`config.mk`:
```
export PLATFORM = sky130hd
export DESIGN_NAME = l2_request_arbiter
export DESIGN_NICKNAME = d
export VERILOG_FILES = /design/src/rtl/l2_request_arbiter_pkg.sv /design/src/rtl/l2_request_arbiter_rr_arbiter.sv /design/src/rtl/l2_request_arbiter.sv
export SDC_FILE = /design/constraint.sdc
export NUM_CORES = 1
export LEC_CHECK = 0
export BUFFER_PORTS_ARGS = -buffer_cell sky130_fd_sc_hd__buf_2
export CAP_MARGIN = 0
export CORE_AREA = 2 2 131 133
export CTS_CLUSTER_DIAMETER = 60
export DETAILED_ROUTE_END_ITERATION = 10
export DIE_AREA = 0 0 133 135
export SYNTH_ARGS = -nofsm -noshare
export SYNTH_HDL_FRONTEND = slang
export SYNTH_SLANG_ARGS = --single-unit
```
`constraint.sdc`:
```
create_clock -name clk -period 6.5 [get_ports clk]
set_input_delay 1.3 -clock clk [delete_from_list [all_inputs] [get_ports clk]]
set_output_delay 1.3 -clock clk [all_outputs]
set_load 0.005 [all_outputs]
```
`src/rtl/l2_request_arbiter_pkg.sv`:
```
// Shared defaults and helpers for the L2 request arbiter and its round-robin core.
// Parameter defaults are overridden at instantiation from the gpgpu top-level defines.
package l2_request_arbiter_pkg;

    localparam int unsigned L2A_DEF_NUM_REQUESTERS  = 32'd4;
    localparam int unsigned L2A_DEF_PACKET_WIDTH    = 32'd64;
    localparam int unsigned L2A_DEF_MAX_OUTSTANDING = 32'd4;

    // Index of the set bit in a one-hot vector (zero when the vector is empty).
    function automatic int unsigned onehot_to_index(input logic [31:0] onehot);
        int unsigned idx;
        idx = 32'd0;
        for (int unsigned i = 0; i < 32; i++) begin
            if (onehot[i]) begin
                idx = i;
            end else begin
                idx = idx;
            end
        end
        return idx;
    endfunction

endpackage

```
`src/rtl/l2_request_arbiter_rr_arbiter.sv`:
```
// Rotating-priority arbiter: the entry after the last winner has top priority.
// The pointer only moves when the caller signals that the grant was consumed.
module rr_arbiter
    import l2_request_arbiter_pkg::*;
#(
    parameter int unsigned NUM_ENTRIES = L2A_DEF_NUM_REQUESTERS
) (
    input  logic                   clk,
    input  logic                   reset,
    input  logic [NUM_ENTRIES-1:0] request,
    input  logic                   update_lru,
    output logic [NUM_ENTRIES-1:0] grant_oh
);

    localparam int unsigned IDX_W = (NUM_ENTRIES > 32'd1) ? $clog2(NUM_ENTRIES) : 32'd1;
    localparam logic [IDX_W-1:0] LAST_IDX = IDX_W'(NUM_ENTRIES - 32'd1);

    logic [IDX_W-1:0] last_grant_q;
    logic [IDX_W-1:0] last_grant_d;

    // Scan from last_grant+1 with wrap; first requesting entry wins.
    always_comb begin
        logic             found;
        logic [IDX_W-1:0] cand;
        grant_oh = '0;
        found    = 1'b0;
        cand     = '0;
        for (int unsigned off = 1; off <= NUM_ENTRIES; off++) begin
            cand = IDX_W'((32'(last_grant_q) + off) % NUM_ENTRIES);
            if (!found && request[cand]) begin
                grant_oh[cand] = 1'b1;
                found          = 1'b1;
            end else begin
                found = found;
            end
        end
    end

    // Pointer next state: follow the winner only on a consumed grant.
    always_comb begin
        if (update_lru) begin
            last_grant_d = IDX_W'(onehot_to_index(32'(grant_oh)));
        end else begin
            last_grant_d = last_grant_q;
        end
    end

    // Pointer register; reset makes entry 0 the first to be served.
    always_ff @(posedge clk) begin
        if (reset) begin
            last_grant_q <= LAST_IDX;
        end else begin
            last_grant_q <= last_grant_d;
        end
    end

endmodule

```
`src/rtl/l2_request_arbiter.sv`:
```
// Shares the single L2 request port among all cores: round-robin selection,
// per-requester outstanding-request credit, and one registered output stage.
module l2_request_arbiter
    import l2_request_arbiter_pkg::*;
#(
    parameter int unsigned NUM_REQUESTERS  = L2A_DEF_NUM_REQUESTERS,
    parameter int unsigned PACKET_WIDTH    = L2A_DEF_PACKET_WIDTH,
    parameter int unsigned MAX_OUTSTANDING = L2A_DEF_MAX_OUTSTANDING,
    localparam int unsigned RID_W = (NUM_REQUESTERS > 32'd1) ? $clog2(NUM_REQUESTERS) : 32'd1
) (
    input  logic                                 clk,
    input  logic                                 reset,
    input  logic [NUM_REQUESTERS-1:0]            req_valid,
    input  logic [NUM_REQUESTERS*PACKET_WIDTH-1:0] req_packet,
    output logic [NUM_REQUESTERS-1:0]            req_ready,
    output logic                                 out_valid,
    output logic [PACKET_WIDTH-1:0]              out_packet,
    output logic [RID_W-1:0]                     out_requester,
    input  logic                                 out_ready,
    input  logic                                 rsp_valid,
    input  logic [RID_W-1:0]                     rsp_requester,
    output logic [NUM_REQUESTERS-1:0]            credit_stall
);

    localparam int unsigned CNT_W = $clog2(MAX_OUTSTANDING + 32'd1);
    localparam logic [CNT_W-1:0] MAX_CNT = CNT_W'(MAX_OUTSTANDING);

    logic [NUM_REQUESTERS-1:0][CNT_W-1:0] cnt_q;
    logic [NUM_REQUESTERS-1:0][CNT_W-1:0] cnt_d;
    logic                                 out_valid_q;
    logic                                 out_valid_d;
    logic [PACKET_WIDTH-1:0]              out_packet_q;
    logic [PACKET_WIDTH-1:0]              out_packet_d;
    logic [RID_W-1:0]                     out_requester_q;
    logic [RID_W-1:0]                     out_requester_d;

    logic                                 load_en_s;
    logic                                 accept_s;
    logic [NUM_REQUESTERS-1:0]            eligible_s;
    logic [NUM_REQUESTERS-1:0]            grant_s;
    logic [NUM_REQUESTERS-1:0]            rsp_hit_s;
    logic [NUM_REQUESTERS-1:0]            cnt_zero_s;
    logic [RID_W-1:0]                     grant_idx_s;
    logic [PACKET_WIDTH-1:0]              pkt_arr_s [NUM_REQUESTERS];

    for (genvar g = 0; g < NUM_REQUESTERS; g++) begin : g_unpack
        assign pkt_arr_s[g] = req_packet[g*PACKET_WIDTH +: PACKET_WIDTH];
    end

    rr_arbiter #(
        .NUM_ENTRIES (NUM_REQUESTERS)
    ) u_rr_arbiter (
        .clk        (clk),
        .reset      (reset),
        .request    (eligible_s),
        .update_lru (accept_s),
        .grant_oh   (grant_s)
    );

    // Eligibility, credit status and response decode per requester.
    always_comb begin
        eligible_s   = '0;
        credit_stall = '0;
        rsp_hit_s    = '0;
        cnt_zero_s   = '0;
        for (int unsigned i = 0; i < NUM_REQUESTERS; i++) begin
            credit_stall[i] = (cnt_q[i] == MAX_CNT);
            eligible_s[i]   = req_valid[i] && (cnt_q[i] != MAX_CNT);
            rsp_hit_s[i]    = rsp_valid && (rsp_requester == RID_W'(i));
            cnt_zero_s[i]   = (cnt_q[i] == {CNT_W{1'b0}});
        end
    end

    // Handshake: accept only when the output register is free or draining.
    always_comb begin
        load_en_s = !out_valid_q || out_ready;
        if (load_en_s && !reset) begin
            req_ready = grant_s;
        end else begin
            req_ready = '0;
        end
        accept_s    = |req_ready;
        grant_idx_s = RID_W'(onehot_to_index(32'(grant_s)));
    end

    // Outstanding counters; a response arriving with zero outstanding is dropped.
    always_comb begin
        cnt_d = cnt_q;
        for (int unsigned i = 0; i < NUM_REQUESTERS; i++) begin
            if (req_ready[i] && rsp_hit_s[i]) begin
                cnt_d[i] = cnt_q[i];
            end else if (req_ready[i]) begin
                cnt_d[i] = cnt_q[i] + CNT_W'(1);
            end else if (rsp_hit_s[i] && !cnt_zero_s[i]) begin
                cnt_d[i] = cnt_q[i] - CNT_W'(1);
            end else begin
                cnt_d[i] = cnt_q[i];
            end
        end
    end

    // Output stage next state: load on accept, clear valid on a bare drain, else hold.
    always_comb begin
        out_valid_d     = out_valid_q;
        out_packet_d    = out_packet_q;
        out_requester_d = out_requester_q;
        if (accept_s) begin
            out_valid_d     = 1'b1;
            out_packet_d    = pkt_arr_s[grant_idx_s];
            out_requester_d = grant_idx_s;
        end else if (out_ready) begin
            out_valid_d = 1'b0;
        end else begin
            out_valid_d = out_valid_q;
        end
    end

    // State registers.
    always_ff @(posedge clk) begin
        if (reset) begin
            cnt_q           <= '0;
            out_valid_q     <= 1'b0;
            out_packet_q    <= '0;
            out_requester_q <= '0;
        end else begin
            cnt_q           <= cnt_d;
            out_valid_q     <= out_valid_d;
            out_packet_q    <= out_packet_d;
            out_requester_q <= out_requester_d;
        end
    end

    assign out_valid     = out_valid_q;
    assign out_packet    = out_packet_q;
    assign out_requester = out_requester_q;

    // A response for a requester with nothing outstanding indicates an L2 protocol slip.
    always_ff @(posedge clk) begin
        if (!reset) begin
            assert (!(|(rsp_hit_s & cnt_zero_s)))
            else $warning("l2_request_arbiter: response for requester %0d with no outstanding request",
                          rsp_requester);
        end else begin
        end
    end

    if ((32'd1 << RID_W) > NUM_REQUESTERS) begin : g_rid_range_chk
        // Out-of-range requester ids decode to no counter; report them.
        always_ff @(posedge clk) begin
            if (!reset) begin
                assert (!(rsp_valid && (32'(rsp_requester) >= NUM_REQUESTERS)))
                else $error("l2_request_arbiter: response requester id %0d out of range", rsp_requester);
            end else begin
            end
        end
    end

endmodule

```
==> metrics.txt <==
DIE AREA 18000 µm²; Ports 341; Hold Vio Cnt, Final 0; DR WL/cell 17.0 µm; H-tree Lvls 3; Post-layout nets 1146; initial antenna violation count 2; number of distinct library cells after synthesis 62; layout cells sized above 1 50.7%; worst path arrival time 3.66 ns; vias in the first global route 5761; clk sinks 81; most frequent cells after synthesis nand2_1, dfxtp_1, mux2i_1, mux2_2, a222oi_1; Final setup viols 0; clk_lat worst skew 0.34 ns; largest cells by area after synthesis dfxtp_1, mux2_2, mux2i_1; Worst-path clk slew 0.06 ns; die width 133 µm; RSZ-0062 raised after global routing no; crit path launch u_rr_arbiter.last_grant_q[0]; critical path class flop to primary output; Final Cycle Share 76.3%; Post-CTS Setup Bufs 0; largest net degree at the start of global routing 72; area share of the leading cell type in the synthesized netlist 30.1%; slew of the pin with the lowest slew margin 1.08 ns; gr usage total 20.0%; Die Ht 135 µm; # resized after CTS 0; share of synthesized registers carrying an async set or reset 0%; WL met2 9.09 mm; FMAX 202 MHz; Synth Instances 560; Overflow after GRT 0; DR vias/cell 5.36; Clock Tree Root clkbuf_16; most common cell in the netlist nand2_1; Worst Hold Slack 0.455 ns; top routing layer used met4; Slew HR 27.7%; Pins Over Slew Limit 0; GPL Wtd Cong 0.860; Critical R2R Launch u_rr_arbiter.last_grant_q[0]; WL met1 7.67 mm; Critical Path Sink Type primary output; via count 5870; Starting Density 32.8%; Worst Hold Class flop to flop; status completed; core area 16400 µm²; WL met3 1.60 mm; Critical Path RT 5.20 ns; startpoint types flop; share of the yosys chip area belonging to registers 30.1%; Core Rows 47; overall routed net length 18.6 mm; placed cell area 7180 µm²; number of synthesized register bits 81; first-pass GRT wire length 28.8 mm; DRC 0; drt first pass iters 7; post-route cell area 7480 µm²; EDFF count, synth 0; CTS tree built; Layout area overhead 38.9%; maximum vdd drop 0.412 mV; post-synthesis cell area 5390 µm²; IO Port Bufs 340; Worst Hold Launch out_packet[38]; max_cap viols 0; top_reg_cell synth dfxtp_1; total CTS buffers 9; HPWL Detailed 13.6 mm; skew final 0.00942 ns; Mean Syn Cell Area 9.62 µm²; setup TNS 0 ns; final antenna-violating net count 0; Max clock buf depth 2; Lkg Pwr 3.81 nW; pwr dens 487 nW/µm²; Post-Syn Nets 838; post-synth top area cell dfxtp_1; Synth Warn # 0; critical path peak fanout 67; DRT iter0 DRCs 509; Final min period 4.96 ns; Hold Buf Count CTS 0
placed cells by master, fill, tap and decap left out, drive strengths merged, types with 4 or more instances in the layout:
cell type / n
nor2b: 5
dfxtp: 81
a21oi: 5
nor2: 15
nand2b: 6
mux2i: 73
o221ai: 5
or3b: 4
a211oi: 4
ha: 8
fa: 4
clkbuf: 12
buf: 346
mux2: 67
nand3: 7
a222oi: 64
nand2: 82
nor3: 7
inv: 17
and2: 4
area by class of cell:
type / instances / area (µm²)
inverters: 17 / 63.8
clock buffers: 12 / 246
repair buffers: 346 / 1750
multi-input cells: 413 / 3470
diodes: 2 / 5.00
clock inverters: 4 / 52.6
fillers: 1624 / 8920
well taps: 220 / 275
flip-flops and latches: 81 / 1620
critical path, cell delays in order, from the launching register on:
cell and delay (ns):
dfxtp_1 0.61, inv_1 0.26, ha_1 0.41, nand2b_1 0.18, o22ai_1 0.15, a22oi_1 0.12
mux2i_1 0.20, a221o_2 0.17, buf_4 0.54, nand2_1 0.30, inv_1 0.20, buf_2 0.15
metal layers:
| metal | global-route usage [%] | vias to the layer above |
|---|---|---|
| met1 | 23.4 | 2791 |
| li1 | - | 2791 |
| met3 | 6.94 | 19 |
| met4 | 5.50 | 0 |
| met2 | 34.7 | 269 |
| met5 | 0 | - |
stage by stage:
step / std cells / utilization, % / worst slack, ns / total power [mW]
after floorplan: 560 / - / 2.28 / 2.58
after global placement: 1077 / 43.8 / 1.63 / 3.13
after detailed placement: 1077 / 43.8 / 1.59 / 3.14
after CTS: 1093 / 45.6 / 1.48 / 3.67
after global routing: 1095 / 45.6 / 1.14 / 3.93
final: 1095 / 45.6 / 1.54 / 3.64
kinds of logic (layout without fill, tap and decap cells):
logic type	Yosys count	count (layout)	share of synthesized area, %
AOI/OAI and AO/OA	110	110	19.0
xor gates and xnor gates	2	2	0.325
adders and majority gates	12	12	3.35
buffers and inverters	66	379	5.76
DFF	81	81	30.1
muxes	141	141	28.1
other	0	2	0
and+or+nand+nor	148	148	13.4
report_power, final:
| group | switching [mW] | leakage (nW) | internal [mW] |
|---|---|---|---|
| Combinational | 1.21 | 3.01 | 1.11 |
| Sequential | 0.115 | 0.669 | 0.687 |
| Clock | 0.210 | 0.135 | 0.309 |
state kept, by name, summed over array words and instances (netlist names):
name	flops
out_packet	64
u_rr_arbiter.last_grant_q	2
out_valid	1
cnt_q	12
out_requester	2
path summary, 6_finish.rpt:
kind	cells past startpoint	endpoint	slack, ns
max	11	req_ready[3]	1.54
min	2	out_packet[38]	0.45
max reg2reg	9	out_packet[2]	2.31
min reg2reg	2	out_packet[38]	0.45
Power figures use the tool's default switching activity.
